==> src/rtl/uart_tx_arb.sv <==
// Round-robin packet arbiter feeding a single UART TX byte stream.
// A grant is held for a whole packet (or MaxBurst bytes), then an idle gap is enforced.
module uart_tx_arb #(
  parameter int NumReq    = 4,
  parameter int MaxBurst  = 64,
  parameter int GapCycles = 16
) (
  input  logic                      clk_i,
  input  logic                      rst_i,
  input  logic [NumReq-1:0]         req_valid_i,
  input  logic [NumReq*8-1:0]       req_data_i,
  input  logic [NumReq-1:0]         req_last_i,
  output logic [NumReq-1:0]         req_ready_o,
  output logic                      tx_valid_o,
  output logic [7:0]                tx_data_o,
  input  logic                      tx_ready_i,
  output logic [NumReq-1:0]         grant_o,
  output logic [$clog2(NumReq)-1:0] grant_id_o,
  output logic                      busy_o
);

  localparam int IdW  = $clog2(NumReq);
  localparam int CntW = $clog2(MaxBurst + 1);
  localparam int GapW = (GapCycles > 0) ? $clog2(GapCycles + 1) : 1;
  localparam logic [GapW-1:0] GapLast  = (GapCycles > 0) ? GapW'(GapCycles - 1) : '0;
  localparam logic [CntW-1:0] BurstMax = CntW'(MaxBurst);
  localparam logic [IdW:0]    NumReqW  = (IdW + 1)'(NumReq);

  typedef enum logic [1:0] {IDLE, LOCK, GAP} state_e;

  state_e          state_q, state_d;
  logic [IdW-1:0]  gid_q, gid_d;
  logic [IdW-1:0]  ptr_q, ptr_d;
  logic [CntW-1:0] cnt_q, cnt_d;
  logic [GapW-1:0] gap_q, gap_d;

  logic [7:0]          data_arr [NumReq];
  logic [NumReq-1:0]   gnt_onehot;
  logic [2*NumReq-1:0] valid_dbl;
  logic [NumReq-1:0]   valid_rot;
  logic [IdW-1:0]      win_off;
  logic [IdW:0]        win_sum;
  logic [IdW-1:0]      win_id;
  logic [IdW:0]        nxt_sum;
  logic [IdW-1:0]      ptr_next;
  logic                sel_valid;
  logic                sel_last;
  logic [7:0]          sel_data;
  logic                hs;
  logic [CntW-1:0]     cnt_inc;

  generate
    for (genvar gi = 0; gi < NumReq; gi++) begin : g_req
      assign data_arr[gi]   = req_data_i[8*gi +: 8];
      assign gnt_onehot[gi] = (gid_q == IdW'(gi));
    end
  endgenerate

  // Rotate the valid vector so the RR pointer sits at bit 0; lowest set bit wins.
  assign valid_dbl = {req_valid_i, req_valid_i};
  assign valid_rot = valid_dbl[ptr_q +: NumReq];

  always_comb begin
    win_off = '0;
    for (int i = NumReq - 1; i >= 0; i--) begin
      if (valid_rot[i]) win_off = IdW'(i);
    end
  end

  assign win_sum  = {1'b0, ptr_q} + {1'b0, win_off};
  assign win_id   = (win_sum >= NumReqW) ? IdW'(win_sum - NumReqW) : IdW'(win_sum);
  assign nxt_sum  = {1'b0, win_id} + (IdW + 1)'(1);
  assign ptr_next = (nxt_sum >= NumReqW) ? IdW'(nxt_sum - NumReqW) : IdW'(nxt_sum);

  assign sel_valid = req_valid_i[gid_q];
  assign sel_last  = req_last_i[gid_q];
  assign sel_data  = data_arr[gid_q];
  assign hs        = (state_q == LOCK) && sel_valid && tx_ready_i;
  assign cnt_inc   = cnt_q + CntW'(1);

  always_comb begin
    state_d     = state_q;
    gid_d       = gid_q;
    ptr_d       = ptr_q;
    cnt_d       = cnt_q;
    gap_d       = gap_q;
    tx_valid_o  = 1'b0;
    tx_data_o   = 8'h00;
    req_ready_o = '0;
    case (state_q)
      IDLE: begin
        if (|req_valid_i) begin
          state_d = LOCK;
          gid_d   = win_id;
          ptr_d   = ptr_next;
          cnt_d   = '0;
        end
      end
      LOCK: begin
        tx_valid_o  = sel_valid;
        tx_data_o   = sel_valid ? sel_data : 8'h00;
        req_ready_o = tx_ready_i ? gnt_onehot : '0;
        if (hs) begin
          cnt_d = cnt_inc;
          if (sel_last || (cnt_inc == BurstMax)) begin
            state_d = (GapCycles > 0) ? GAP : IDLE;
            gap_d   = '0;
          end
        end
      end
      GAP: begin
        if (gap_q == GapLast) state_d = IDLE;
        else                  gap_d   = gap_q + GapW'(1);
      end
      default: state_d = IDLE;
    endcase
  end

  always_ff @(posedge clk_i) begin
    if (rst_i) begin
      state_q <= IDLE;
      gid_q   <= '0;
      ptr_q   <= '0;
      cnt_q   <= '0;
      gap_q   <= '0;
    end else begin
      state_q <= state_d;
      gid_q   <= gid_d;
      ptr_q   <= ptr_d;
      cnt_q   <= cnt_d;
      gap_q   <= gap_d;
    end
  end

  assign grant_o    = (state_q == LOCK) ? gnt_onehot : '0;
  assign grant_id_o = (state_q == LOCK) ? gid_q : '0;
  assign busy_o     = (state_q != IDLE);

endmodule
==> config.mk <==
export PLATFORM = sky130hd
export DESIGN_NAME = uart_tx_arb
export DESIGN_NICKNAME = d
export VERILOG_FILES = /design/src/rtl/uart_tx_arb.sv
export SDC_FILE = /design/constraint.sdc
export NUM_CORES = 1
export LEC_CHECK = 0
export CAP_MARGIN = 40
export CORE_MARGIN = 2
export CORE_UTILIZATION = 39
export CTS_CLUSTER_SIZE = 40
export DETAILED_ROUTE_END_ITERATION = 10
export MAX_ROUTING_LAYER = met4
export PLACE_DENSITY_LB_ADDON = 0.25
export SYNTH_ARGS = -nofsm -noshare
export SYNTH_HDL_FRONTEND = slang
export SYNTH_SLANG_ARGS = --single-unit
==> constraint.sdc <==
create_clock -name clk_i -period 3.2 [get_ports clk_i]
set_input_delay 0.8 -clock clk_i [delete_from_list [all_inputs] [get_ports clk_i]]
set_output_delay 0.8 -clock clk_i [all_outputs]
set_load 0.01 [all_outputs]
==> impl_metrics.json, run 1 <==
{
  "worst_slew_pin_slew_ns": 0.704,
  "hold_depth": 2,
  "startpoint": "req_data_i[25]",
  "synth_common_cells": "nor2_1, dfxtp_1, a21oi_1, and3_1, nor3_1",
  "post-cts-setup-buffers": 0,
  "yosysMostFrequentCell": "nor2_1",
  "total_power_mw": 1.19,
  "cp_data_required_time_ns": 2.40,
  "final_layout_size_suffix_gt1_frac": 0.122,
  "yosysSeqAreaShare": 0.250,
  "min_from": "cnt_q[1]$_SDFFE_PP0P_",
  "cp-start-kind": "input port",
  "dp_hpwl_mm": 3.03,
  "syn_inst": 171,
  "grt_pass1_vias": 1417,
  "vias": 1532,
  "holdBufCountCts": 0,
  "fin_skew_ns": 0.00101,
  "outcome": "finished, final reports clean",
  "synthAdderAreaFrac": 0.0347,
  "endpoint_kind": "primary output",
  "async_flop_share": 0,
  "yosys_warnings": 0,
  "slew_headroom": 0.529,
  "synth-xor-area-share": 0.0304,
  "finalWirelength_mm": 4.26,
  "hold_end": "cnt_q[1]$_SDFFE_PP0P_",
  "syn_nets": 218,
  "rr_endpoint": "gap_q[3]$_SDFFE_PP0P_",
  "worst_hold_slack_ns": 0.489,
  "root_buffer": "clkbuf_8",
  "nets": 285,
  "cp.arrival_ns": 2.35,
  "synth_area_um2": 1440,
  "synthTopCellsByArea": "dfxtp_1, mux4_2, nor2_1",
  "clockBufferDepth": 2,
  "grt_usage": 0.208,
  "dieArea_um2": 4200,
  "io_pins": 63,
  "cp_max_fo": 1,
  "gp_congestion": 0.779,
  "crit_slowest_cell": "mux4_2",
  "irDropWorstVdd_uv": 301,
  "ys_ff_latch": 18,
  "antenna_cells": 0,
  "finalCritPeriodShare": 0.983,
  "max_stage_delay_ns": 0.47,
  "cp_common_cell": "clkdlybuf4s50_1",
  "hp-class": "flip-flop to flip-flop",
  "rsz0062_at_grt": "no",
  "fin_tns_setup_ns": 0,
  "critPathKind": "input port to primary output",
  "layout.cells.non_filler": 285,
  "grt-ovfl-total": 0,
  "yosysTopAreaCell": "dfxtp_1",
  "cts_tree": "built",
  "area_growth_pct": 53.9,
  "placed_area_um2": 2150,
  "start_util": 0.400,
  "ant_nets": 0,
  "cts_sinks": 18,
  "die_x_um": 64.8,
  "synth.top_cell.area_share": 0.250,
  "syn-mean-instance-area_um2": 8.44,
  "crit_path_cell_trace": "clkdlybuf4s50_1 > mux4_2 > and3_1 > clkdlybuf4s50_1",
  "synthSimpleGateAreaFrac": 0.284,
  "synth_top_family_by_area": "simple AND/OR/NAND/NOR gates",
  "synth-edff-count": 0,
  "rr_startpoint": "gid_q[1]$_SDFFE_PP0P_",
  "rr_worst_depth": 6,
  "grt_pass1_wl_mm": 6.62,
  "maxCapViolations": 0,
  "cts_buffers": 3,
  "grt_max_degree": 21,
  "powerDensity_nw_per_um2": 535,
  "dr.pass1.iters": 4,
  "htree_levels": 1,
  "hold_viol_final": 0,
  "drtIter0Drc": 57,
  "report.final.slew_viol_count": 0,
  "synthMuxAreaShare": 0.168,
  "dp_cells": 280,
  "wire_per_inst_um": 15.0,
  "crit_buf_inv": 2,
  "rows": 22,
  "antenna_found_initial": 0,
  "die_h_um": 64.8,
  "viasPerCell": 5.38,
  "clk_pin_slew_ns": 0.07,
  "finalCriticalPeriod_ns": 3.15,
  "core_area_um2": 3610,
  "max_freq_ghz": 0.318,
  "critical-path-top-delay-family": "buffers and inverters",
  "synth_compound_area_frac": 0.174,
  "io_buffer_count": 62,
  "drc": 0,
  "clk_latency_ns": 0.25,
  "synth-main-ff-cell": "dfxtp_1",
  "finalInstanceArea_um2": 2220,
  "setup_viol": 0,
  "power_leakage_nw": 0.877,
  "synth_cell_types": 43,
  "r2r_slack_ns": 1.02
}
==> metrics by stage <==
step,worst slack [ns],utilization
floorplan,0.666,-
global placement,-0.0915,0.595
detailed placement,-0.0920,0.595
CTS,0.0432,0.615
global route,0.0268,0.616
finish,0.0530,0.616
==> tightest hold or removal path, stage by stage, from the launching register on <==
cell,delay [ns]
dfxtp_1,0.33
nand2_1,0.06
a21oi_1,0.05
==> cells in the final DEF, fill, tap and decap left out, drive strengths merged, types with 3 or more instances in the layout <==
cell           instances
nor3                  10
dfxtp                 18
and3                  14
ha                     4
a211oi                 4
dlygate4sd2            4
nor2                  22
clkdlybuf4s50         57
nand2b                 5
mux2i                  4
xor2                   3
clkbuf                 4
mux4                  10
a21oi                 13
nand3                  4
and2                   4
nand2                  9
buf                   10
o21ai                  5
inv                    5
==> area by class of cell <==
cell class	count	area, um2
timing repair buffer	72	706
sequential	18	360
multi-input combinational	138	1020
fill	315	1390
inverter	5	18.8
clock buffer	4	55.1
tap	48	60.1
==> power by group <==
part | leakage [nW] | switching [mW] | internal, mW | total, mW
sequential | 0.146 | 0.0510 | 0.252 | 0.303
combinational | 0.701 | 0.304 | 0.397 | 0.701
clock | 0.0288 | 0.0737 | 0.109 | 0.183
==> cell families (layout without fill, tap and decap cells) <==
kind of cell,after synthesis,count (layout)
mux,13,14
compound gates,37,37
fa+ha+maj,4,4
flops,18,18
simple gates,78,78
xor+xnor,5,5
buf+inv,16,81
==> timing repair <==
action / CTS / global route
gates cloned: 1 / 0
gates resized for setup: 5 / 1
endpoints found under the setup margin: 9 / 1
==> layer usage <==
layer / up-vias / routed length (um) / track usage
met3: 2 / 333 / 0.0382
met4: 0 / 11 / 0.0479
met2: 54 / 2010 / 0.354
met5: - / 0 / -
li1: 780 / - / -
met1: 696 / 1910 / 0.256
==> sequential cells by signal (all words and copies together) (netlist names) <==
signal / flops
cnt_q: 7
gap_q: 5
gid_q: 2
ptr_q: 2
state_q: 2
==> worst max-delay path by stage <==
stage,to,cells past startpoint,slack [ns]
after floorplan,tx_data_o[0],4,0.67
after global placement,tx_valid_o,4,-0.09
after detailed placement,tx_data_o[6],4,-0.09
after CTS,tx_data_o[6],4,0.04
after global routing,tx_data_o[2],4,0.03
final,tx_data_o[1],4,0.05
(Power assumes the default switching activity.)
==> inputs of run 2 (changes only) <==
Settings changed: HOLD_SLACK_MARGIN set to 0.08, PLACE_DENSITY set to 0.83, PLACE_DENSITY_LB_ADDON 0.25 to not set.
==> impl_metrics.json, run 2 (synthesized netlist as in run 1, its figures left out) <==
{
  "finalInstanceArea_um2": 2210,
  "final_cell_mix": "clkdlybuf4s50_1, nor2_1, dfxtp_1, buf_4",
  "slew_headroom": 0.517,
  "core_area_um2": 3610,
  "cts_tree": "built",
  "startpoint": "req_valid_i[3]",
  "cts_sinks": 18,
  "cts_buffers": 3,
  "io_buffer_count": 62,
  "outcome": "finished, final reports clean",
  "dp_cells": 281,
  "dieArea_um2": 4200,
  "cp_common_cell": "dlygate4sd2_1",
  "dp_hpwl_mm": 3.17,
  "final-seq-area_um2": 360,
  "grt_max_degree": 21,
  "min_from": "gap_q[0]$_SDFFE_PP0P_",
  "clk_latency_ns": 0.25,
  "critical-path-top-delay-family": "buffers and inverters",
  "drc": 0,
  "critPathKind": "input port to primary output",
  "multi_input_area_um2": 1020,
  "die_x_um": 64.8,
  "nFillCells": 312,
  "finalCriticalPeriod_ns": 3.03,
  "finalCritPeriodShare": 0.947,
  "finalWirelength_mm": 4.49,
  "final_common_cell": "clkdlybuf4s50_1",
  "largest_reg_flops": 7,
  "reg.largest.list": "cnt_q x7, gap_q x5",
  "grt_pass1_vias": 1503,
  "gr-usage-met1": 0.248,
  "hp-class": "flip-flop to flip-flop",
  "hold_viol_final": 0,
  "gp_congestion": 0.797,
  "setup_viol": 0,
  "antenna_cells": 0,
  "final_layout_size_suffix_gt1_frac": 0.133,
  "grt_use_met2": 0.385,
  "max_freq_ghz": 0.330,
  "area_growth_pct": 53.3,
  "cp.arrival_ns": 2.23,
  "cp-start-kind": "input port",
  "worst_slew_pin_slew_ns": 0.722,
  "gr-usage-met3": 0.0399,
  "crit_buf_inv": 3,
  "drtIter0Drc": 97,
  "io_pins": 63,
  "start_util": 0.400,
  "crit_path_cell_trace": "dlygate4sd2_1 > mux4_2 > buf_4 > and2_1 > dlygate4sd2_1",
  "dp_slack_ns": -0.122,
  "layout.cells.non_filler": 288,
  "grt_usage": 0.219,
  "crit_slowest_cell": "mux4_2",
  "fin_skew_ns": 0.00192,
  "utilization": 0.613,
  "grt_pass1_wl_mm": 6.98,
  "placed_area_um2": 2140,
  "root_buffer": "clkbuf_8",
  "max_stage_delay_ns": 0.56,
  "cp_data_required_time_ns": 2.40,
  "total_power_mw": 1.16,
  "cp_max_fo": 5,
  "rsz0062_at_grt": "no",
  "irDropWorstVdd_uv": 278,
  "antenna_found_initial": 0,
  "nets": 289,
  "report.final.slew_viol_count": 0,
  "grt_busiest_layer": "met2",
  "htree_levels": 1,
  "dr.pass1.iters": 4,
  "rows": 22,
  "rr_startpoint": "gid_q[0]$_SDFFE_PP0P_",
  "vias": 1638,
  "viasPerCell": 5.69,
  "layout_setup_ws_ns": 0.169,
  "power_leakage_nw": 0.906,
  "powerDensity_nw_per_um2": 525,
  "endpoint_kind": "primary output",
  "grt-ovfl-total": 0,
  "regMostFlops": "cnt_q",
  "die_h_um": 64.8,
  "maxCapViolations": 0,
  "clk_pin_slew_ns": 0.06,
  "wire_per_inst_um": 15.6,
  "ant_nets": 0,
  "clockBufferDepth": 2
}
-- run 2: cell count changes in the layout (fill, tap and decap cells not counted) --
cell	change
dlygate4sd2_1	+9
clkdlybuf4s50_1	-8
buf_4	+5
buf_12	-1
clkbuf_8	-1
dlymetal6s2s_1	-1
-- run 2: final timing paths --
check	to	slack, ns	cells after the start
max	tx_valid_o	0.17	5
min	gap_q[0]$_SDFFE_PP0P_	0.51	1
max reg2reg	gap_q[3]$_SDFFE_PP0P_	0.63	9
min reg2reg	gap_q[0]$_SDFFE_PP0P_	0.51	1
-- run 2: metal layers --
layer	up-vias	wire (um)
li1	784	-
met1	766	1830
met2	81	2170
met3	7	425
met4	0	67
met5	-	0
-- run 2: per-stage QoR --
stage | setup TNS [ns] | hold WS [ns]
6_report | 0 | 0.508
2_1_floorplan | 0 | 0.448
5_1_grt | 0 | 0.541
3_3_place_gp | -0.692 | 0.464
3_5_place_dp | -1.02 | 0.493
4_1_cts | 0 | 0.508
-- run 2: where the power goes --
| group | internal (mW) | switching (mW) | total [mW] | leakage, nW |
|---|---|---|---|---|
| combinational | 0.387 | 0.314 | 0.701 | 0.738 |
| sequential | 0.252 | 0.0527 | 0.305 | 0.146 |
| clock | 0.0835 | 0.0723 | 0.156 | 0.0216 |
| total | 0.723 | 0.439 | 1.16 | 0.906 |
-- run 2: area by class of cell --
class / instances / share of cell area
Inverter: 5 / 0.00849
Tap cell: 48 / 0.0272
Timing Repair Buffer: 76 / 0.321
Sequential cell: 18 / 0.163
Clock buffer: 3 / 0.0187
Multi-Input combinational cell: 138 / 0.462
-- run 2: what timing repair did --
action                                  in CTS  in global routing
hold buffers                                 0                  0
buffers inserted                             3                  0
gates resized for setup                     14                  0
endpoints found under the setup margin       9                  0
==> inputs of run 3 (changes only) <==
Settings changed: CORE_ASPECT_RATIO set to 1.75, CORE_UTILIZATION 39 to 45, PLACE_DENSITY 0.83 to 0.93.
==> impl_metrics.json, run 3 (synthesized netlist as in run 1, its figures left out) <==
{
  "nFillCells": 231,
  "drtIter0Drc": 36,
  "gr-usage-met1": 0.191,
  "layout_setup_ws_ns": 0.00311,
  "switching_share": 0.368,
  "finalCriticalPeriod_ns": 3.20,
  "start_util": 0.464,
  "cp_max_fo": 8,
  "slew_headroom": 0.530,
  "cp.arrival_ns": 2.40,
  "endpoint_kind": "primary output",
  "clockBufferDepth": 2,
  "drc": 0,
  "die_x_um": 46.8,
  "report.final.slew_viol_count": 0,
  "outcome": "finished, final reports clean",
  "grt_pass1_vias": 1495,
  "antenna_found_initial": 0,
  "powerDensity_nw_per_um2": 532,
  "grt_usage": 0.230,
  "dp_slack_ns": -0.107,
  "cts_buffers": 3,
  "final_cell_mix": "clkdlybuf4s50_1, nor2_1, dfxtp_1, a21oi_1, and3_1",
  "gp_congestion": 0.773,
  "utilization": 0.705,
  "vias": 1573,
  "max_stage_delay_ns": 0.56,
  "crit_buf_inv": 3,
  "regMostFlops": "cnt_q",
  "cp_data_required_time_ns": 2.40,
  "pwr-share-clk": 0.159,
  "setup_viol": 0,
  "worst_slew_pin_slew_ns": 0.703,
  "nets": 286,
  "cts_sinks": 18,
  "grt_use_met2": 0.452,
  "reg.largest.list": "cnt_q x7, gap_q x5",
  "core_area_um2": 3110,
  "fin_tns_setup_ns": 0,
  "critPathKind": "input port to primary output",
  "grt-ovfl-total": 0,
  "io_buffer_count": 62,
  "layout.cells.non_filler": 281,
  "grt_busiest_layer": "met2",
  "gr-usage-met3": 0.0500,
  "multi_input_area_um2": 998,
  "ant_nets": 0,
  "dp_hpwl_mm": 3.42,
  "antenna_cells": 0,
  "grt_pass1_wl_mm": 6.24,
  "finalCritPeriodShare": 0.999,
  "internal_power_uw": 736,
  "die_h_um": 78.9,
  "io_pins": 63,
  "p_sw_uw": 429,
  "area_growth_pct": 51.9,
  "crit_slowest_cell": "mux4_2",
  "fin_skew_ns": 0.00123,
  "hold_viol_final": 0,
  "p_comb_frac": 0.586,
  "max_freq_ghz": 0.313,
  "p_seq_frac": 0.255,
  "root_buffer": "clkbuf_8",
  "hp-class": "flip-flop to flip-flop",
  "cp-start-kind": "input port",
  "dp_cells": 274,
  "wire_per_inst_um": 15.1,
  "finalWirelength_mm": 4.23,
  "clk_pin_slew_ns": 0.07,
  "final-seq-area_um2": 360,
  "cts_tree": "built",
  "rows": 27,
  "viasPerCell": 5.60,
  "htree_levels": 1,
  "maxCapViolations": 0,
  "crit_path_cell_trace": "clkdlybuf4s50_1 > mux4_2 > buf_4 > and2_1 > dlygate4sd2_1",
  "final_layout_size_suffix_gt1_frac": 0.126,
  "dieArea_um2": 3690,
  "grt_max_degree": 21,
  "rsz0062_at_grt": "yes",
  "dr.pass1.iters": 4,
  "clk_latency_ns": 0.25,
  "critical-path-top-delay-family": "buffers and inverters",
  "irDropWorstVdd_uv": 583,
  "power_leakage_nw": 0.902,
  "holdBufCountCts": 0,
  "largest_reg_flops": 7,
  "final_common_cell": "clkdlybuf4s50_1"
}
[run 3: metrics by stage]
stage / hold WS (ns) / power, mW / area [um2]
after floorplan: 0.448 / 0.722 / 1440
after global placement: 0.446 / 0.958 / 2120
after detailed placement: 0.456 / 0.982 / 2120
after CTS: 0.465 / 1.16 / 2170
after global routing: 0.490 / 1.25 / 2190
final: 0.464 / 1.16 / 2190
[run 3: worst register-to-register path: cells and delay by family, from the launching register on]
kind,cells,cell delay [ns]
simple gates,2,0.55
compound gates,2,0.31
buf+inv,3,0.42
flops,1,0.49
mux,1,0.64
[run 3: final cells by class]
type                    instances  area share
clock buffers                   4      0.0251
multi-input cells             137       0.456
repair buffers                 74       0.322
well taps                      43      0.0246
flip-flops and latches         18       0.164
inverters                       5     0.00857
[run 3: worst paths after layout]
| check | from | to | slack (ns) | cells after the start |
|---|---|---|---|---|
| setup / recovery | req_valid_i[0] | tx_valid_o | 0.003 | 5 |
| hold / removal | gid_q[0]$_SDFFE_PP0P_ | gid_q[0]$_SDFFE_PP0P_ | 0.46 | 2 |
| setup reg to reg | gid_q[1]$_SDFFE_PP0P_ | gap_q[3]$_SDFFE_PP0P_ | 0.69 | 8 |
| hold reg to reg | gid_q[0]$_SDFFE_PP0P_ | gid_q[0]$_SDFFE_PP0P_ | 0.46 | 2 |
[run 3: timing repair]
action | CTS | global route
resized for setup | 8 | 2
endpoints found under the setup margin | 9 | 1
setup buffers | 1 | 2
endpoints found under the hold margin | 0 | 0
[run 3: layer usage]
layer  routed length (um)  vias to the layer above  part of all wire
met5                    0                        -                 0
met4                   62                        0             0.015
met3                  407                        6             0.096
met2                 2320                       65              0.55
met1                 1440                      734              0.34
li1                     -                      768                 -
[run 3: power by group through the flow]
stage | clock network, mW | registers, mW | logic (mW)
after floorplan | 0 | 0.279 | 0.443
after global placement | 0 | 0.299 | 0.659
after detailed placement | 0 | 0.301 | 0.681
after CTS | 0.187 | 0.296 | 0.673
after global routing | 0.199 | 0.304 | 0.744
final | 0.185 | 0.297 | 0.682
